### src/rtl/double_pulse_pkg.sv
// Shared definitions for the two-phase write-strobe receiver: FSM encoding,
// error-flag bit positions and default widths.
package double_pulse_pkg;

    typedef enum logic {
        StIdle  = 1'b0,
        StArmed = 1'b1
    } dp_state_e;

    localparam int unsigned ERR_OVERLAP = 0;
    localparam int unsigned ERR_ORPHAN  = 1;
    localparam int unsigned ERR_MISSING = 2;
    localparam int unsigned NUM_ERR     = 3;

    localparam int unsigned DEF_DATA_W   = 8;
    localparam int unsigned DEF_CNT_W    = 16;
    localparam int unsigned ERR_CNT_W    = 8;

endpackage

### src/rtl/sat_counter.sv
// Saturating up-counter with synchronous reset and clear; a clear in the same
// cycle as an increment leaves the counter at 1.
module sat_counter #(
    parameter int unsigned W = 16
) (
    input  logic         clk,
    input  logic         reset,
    input  logic         clr,
    input  logic         inc,
    output logic [W-1:0] q
);

    logic [W-1:0] cnt_q, cnt_d;
    logic [W-1:0] base;

    always_comb begin
        base  = clr ? '0 : cnt_q;
        cnt_d = base;
        if (inc && (base != {W{1'b1}})) begin
            cnt_d = base + 1'b1;
        end
    end

    always_ff @(posedge clk) begin
        if (reset) begin
            cnt_q <= '0;
        end else begin
            cnt_q <= cnt_d;
        end
    end

    assign q = cnt_q;

endmodule

### src/rtl/double_pulse_rx.sv
// Two-phase write-strobe receiver: master capture on phase 1, slave commit on
// phase 2, sticky protocol-error flags. Optional macro DOUBLE_PULSE_RX_ERR_CNT_EN adds err_cnt_o.
module double_pulse_rx
    import double_pulse_pkg::*;
#(
    parameter int unsigned        DATA_W   = DEF_DATA_W,
    parameter int unsigned        CNT_W    = DEF_CNT_W,
    parameter logic [DATA_W-1:0]  RST_DATA = '0
) (
    input  logic              clk,
    input  logic              reset,
    input  logic              ph1_i,
    input  logic              ph2_i,
    input  logic [DATA_W-1:0] data_i,
    input  logic              clear_i,
    output logic [DATA_W-1:0] data_o,
    output logic              valid_o,
    output logic              busy_o,
    output logic [CNT_W-1:0]  xfer_cnt_o,
`ifdef DOUBLE_PULSE_RX_ERR_CNT_EN
    output logic [ERR_CNT_W-1:0] err_cnt_o,
`endif
    output logic              err_overlap_o,
    output logic              err_orphan_o,
    output logic              err_missing_o,
    output logic              err_o
);

    dp_state_e           state_q, state_d;
    logic [DATA_W-1:0]   master_q, master_d;
    logic [DATA_W-1:0]   slave_q, slave_d;
    logic                valid_q, valid_d;
    logic [NUM_ERR-1:0]  err_q, err_d, err_ev;
    logic                xfer_inc;

    always_comb begin
        state_d  = state_q;
        master_d = master_q;
        slave_d  = slave_q;
        valid_d  = 1'b0;
        err_ev   = '0;
        xfer_inc = 1'b0;

        unique case (state_q)
            StIdle: begin
                if (ph1_i && !ph2_i) begin
                    master_d = data_i;
                    state_d  = StArmed;
                end else if (ph1_i && ph2_i) begin
                    err_ev[ERR_OVERLAP] = 1'b1;
                end else if (ph2_i) begin
                    err_ev[ERR_ORPHAN] = 1'b1;
                end
            end
            StArmed: begin
                if (!ph1_i && ph2_i) begin
                    slave_d  = master_q;
                    valid_d  = 1'b1;
                    xfer_inc = 1'b1;
                    state_d  = StIdle;
                end else if (ph1_i && ph2_i) begin
                    // Master contents are abandoned; they never reach the slave.
                    err_ev[ERR_OVERLAP] = 1'b1;
                    state_d             = StIdle;
                end else if (ph1_i) begin
                    err_ev[ERR_MISSING] = 1'b1;
                    master_d            = data_i;
                end else begin
                    err_ev[ERR_MISSING] = 1'b1;
                    state_d             = StIdle;
                end
            end
            default: state_d = StIdle;
        endcase

        err_d = (clear_i ? '0 : err_q) | err_ev;
    end

    always_ff @(posedge clk) begin
        if (reset) begin
            state_q  <= StIdle;
            master_q <= RST_DATA;
            slave_q  <= RST_DATA;
            valid_q  <= 1'b0;
            err_q    <= '0;
        end else begin
            state_q  <= state_d;
            master_q <= master_d;
            slave_q  <= slave_d;
            valid_q  <= valid_d;
            err_q    <= err_d;
        end
    end

    sat_counter #(
        .W (CNT_W)
    ) u_xfer_cnt (
        .clk   (clk),
        .reset (reset),
        .clr   (clear_i),
        .inc   (xfer_inc),
        .q     (xfer_cnt_o)
    );

`ifdef DOUBLE_PULSE_RX_ERR_CNT_EN
    sat_counter #(
        .W (ERR_CNT_W)
    ) u_err_cnt (
        .clk   (clk),
        .reset (reset),
        .clr   (clear_i),
        .inc   (|err_ev),
        .q     (err_cnt_o)
    );
`endif

    assign data_o        = slave_q;
    assign valid_o       = valid_q;
    assign busy_o        = (state_q == StArmed);
    assign err_overlap_o = err_q[ERR_OVERLAP];
    assign err_orphan_o  = err_q[ERR_ORPHAN];
    assign err_missing_o = err_q[ERR_MISSING];
    assign err_o         = |err_q;

endmodule

### config.mk
export PLATFORM = sky130hd
export DESIGN_NAME = double_pulse_rx
export DESIGN_NICKNAME = d
export VERILOG_FILES = /design/src/rtl/double_pulse_pkg.sv /design/src/rtl/sat_counter.sv /design/src/rtl/double_pulse_rx.sv
export SDC_FILE = /design/constraint.sdc
export NUM_CORES = 1
export LEC_CHECK = 0
export ABC_AREA = 1
export CORE_MARGIN = 2
export CORE_UTILIZATION = 55
export CTS_BUF_LIST = sky130_fd_sc_hd__clkbuf_8
export DETAILED_ROUTE_END_ITERATION = 7
export PLACE_DENSITY = 0.93
export SYNTH_ARGS = -nofsm -noshare
export SYNTH_HDL_FRONTEND = slang
export SYNTH_SLANG_ARGS = --single-unit
### constraint.sdc
create_clock -name clk -period 2.76 [get_ports clk]
set_clock_uncertainty 0.1 [all_clocks]
set_input_delay 0.414 -clock clk [delete_from_list [all_inputs] [get_ports clk]]
set_output_delay 0.414 -clock clk [all_outputs]
set_load 0.02 [all_outputs]
==> flow_summary_export.csv <==
group,metric,value,unit
clock_tree,h-tree-depth,2,
synthesis,synth_seq_cells,37,
sta,setup_tns,0,ns
synthesis,yosys.area.top_type,"dfxtp_1",
floorplanning,initial_core_util,0.574,
power_and_ir_drop,p_comb_frac,0.068,
power_and_ir_drop,p_leak,0.962,nW
power_and_ir_drop,p_int,0.000941,W
power_and_ir_drop,swShare,0.209,
power_and_ir_drop,p_clk_frac,0.469,
synthesis,synth_area_leaders,"dfxtp_1, nand2_1, nor2_1",
drt,drt_iter0_drc,122,
worst_setup_path,critPathRequiredTime,2.90,ns
final_layout,final_util,0.765,
floorplanning,pin_count,43,
sta,min_period,2.12,ns
floorplanning,chipHeight,60.4,um
final_layout,final_nets,316,
synthesis,syn-instance-count,258,
worst_setup_path,arrival,2.25,ns
sta,slew_headroom,0.548,
synthesis,syn_avg_cell_area,6.79,um^2
placed_design,globalplace.congestion,0.896,
floorplanning,rows,20,
global_route,grt.total_usage,0.266,
final_layout,final.fill_count,252,
final_layout,layout_common_cells,"nand2_1, nor2_1, clkdlybuf4s50_1",
clock_tree,cts_hold_buffers,0,
synthesis,synthesis.nets,271,
drt,wl_per_cell,12.4,um
synthesis,ys_types,21,
sta,slew_violations,0,
drt,drc,0,
clock_tree,clock_latency,0.30,ns
run,maxCapViolations,0,
clock_tree,cts_root_buf,"clkbuf_8",
synthesis,synth_top_area_frac,0.423,
clock_tree,cts_sinks,37,
final_layout,seqCellArea,741,um^2
floorplanning,coreArea,3050,um^2
power_and_ir_drop,powerDensity,509,nW/um^2
placed_design,hpwl,2970,um
final_layout,syn_to_final_growth,33.4,%
synthesis,ys_seq_area_frac,0.423,
power_and_ir_drop,pwr-share-seq,0.463,
floorplanning,dieArea,3650,um^2
worst_setup_path,crit_path_start,"clear_i",
final_layout,final_cells,348,
sta,timing.final.crit_share,0.768,
final_layout,layout_commonest_cell,"nand2_1",
worst_setup_path,startpoint_type,"input pin",
sta,worstMarginPinSlew,0.677,ns
worst_setup_path,critPathMaxFanout,26,
global_route,antenna_found_initial,0,
sta,hold_violations,0,
sta,clock.fmax,0.472,GHz
clock_tree,clock_path_buffers,2,
final_layout,multi_input_area,832,um^2
power_and_ir_drop,p_total,0.00119,W
clock_tree,cts_setup_buffers,0,
drt,drt_wl_total,4300,um
drt,vias,1782,
placed_design,dp.cells,340,
clock_tree,cts_resized,0,
final_layout,drive_above_1_share,0.0789,
drt,ant_nets,0,
global_route,grt_max_degree,27,
power_and_ir_drop,worst_ir_drop_vdd,0.484,mV
worst_hold_path,min-delay-start,"master_q[7]",
placed_design,io_buffer_count,42,
worst_setup_path,worst_setup_path_end_kind,"register",
drt,drt_pre_antenna_iters,4,
worst_hold_path,hold_class,"reg -> reg",
worst_setup_path,timing.rr.start,"u_xfer_cnt.q[0]",
floorplanning,fp.dieW,60.4,um
synthesis,netlist_area,1750,um^2
worst_setup_path,criticalPathCategory,"in -> reg",
final_layout,diodes,0,
sta,rsz0062_at_grt,"no",
power_and_ir_drop,p_switching,0.000249,W
clock_tree,cts_buffers,5,
drt,avgViaCountPerCell,5.12,
global_route,grt_overflow_total,0,
run_status,status,"complete, no violations",
global_route,grt_pass1_vias,1667,
global_route,grt_pass1_wl,7240,um
sta,setup_viol,0,
clock_tree,cts_tree,"built",
synthesis,yosysWarnings,0,
clock_tree,cts.reportedPaths.clkPinSlew,0.08,ns
-- synthesized netlist by cell type (all sizes together) --
cell,number
inv,30
or3,1
a21oi,26
o21ai,8
clkinv,1
buf,6
clkbuf,3
nand2,59
dfxtp,37
nor3,1
nor2,54
nand4,2
nand3,29
or2,1
-- routing by layer --
| layer | track usage | vias up | part of all wire |
|---|---|---|---|
| met2 | 0.488 | 57 | 0.53 |
| met1 | 0.290 | 817 | 0.40 |
| met3 | 0.0789 | 8 | 0.058 |
| li1 | - | 900 | - |
| met4 | 0.0994 | 0 | 0.020 |
| met5 | 0 | - | 0 |
-- layout make-up --
class	count	share of cell area
Clock inverter	3	0.0279
Timing Repair Buffer	47	0.196
Tap cell	44	0.0236
Clock buffer	5	0.0295
Multi-Input combinational cell	181	0.356
Sequential cell	37	0.317
Inverter	31	0.0498
-- logic make-up (layout without fill, tap and decap cells) --
| logic type | after synthesis | count (layout) | share of synthesized area |
|---|---|---|---|
| buf+inv | 40 | 86 | 0.102 |
| flops | 37 | 37 | 0.423 |
| simple gates | 147 | 147 | 0.378 |
| compound gates | 34 | 34 | 0.0971 |
-- power groups by stage --
stage | clock network (W) | registers, W | logic [W]
global route | 0.000590 | 0.000552 | 0.0000888
detailed placement | 0 | 0.000563 | 0.0000793
CTS | 0.000564 | 0.000551 | 0.0000806
floorplan | 0 | 0.000566 | 0.0000363
finish | 0.000558 | 0.000551 | 0.0000804
global placement | 0 | 0.000562 | 0.0000771
-- path summary, 6_finish.rpt --
path | to | slack, ns | depth (start not counted)
setup / recovery | u_xfer_cnt.q[1] | 0.64 | 9
hold / removal | data_o[7] | 0.37 | 2
setup reg to reg | u_xfer_cnt.q[1] | 1.09 | 6
hold reg to reg | data_o[7] | 0.37 | 2
-- critical path: stages --
cell and delay (ns):
clkdlybuf4s50_1 0.43, inv_2 0.22, buf_4 0.22, nand3_2 0.11, nor2_4 0.14, nand4_4 0.33
nand2_1 0.19, nand2_1 0.07, a21oi_1 0.13
-- flip-flops by register name (all words and copies together), names as in the netlist --
name / cells
busy_o: 1
data_o: 8
err_q: 3
master_q: 8
u_xfer_cnt.q: 16
valid_o: 1
-- stage by stage --
stage	worst slack, ns	instance area, um^2	hold WS [ns]
final	0.640	2340	0.366
after global routing	0.503	2340	0.392
after CTS	0.661	2340	0.370
after detailed placement	0.368	2200	0.355
after global placement	0.451	2200	0.341
after floorplan	1.22	1750	0.331
Power figures use the tool's default switching activity.
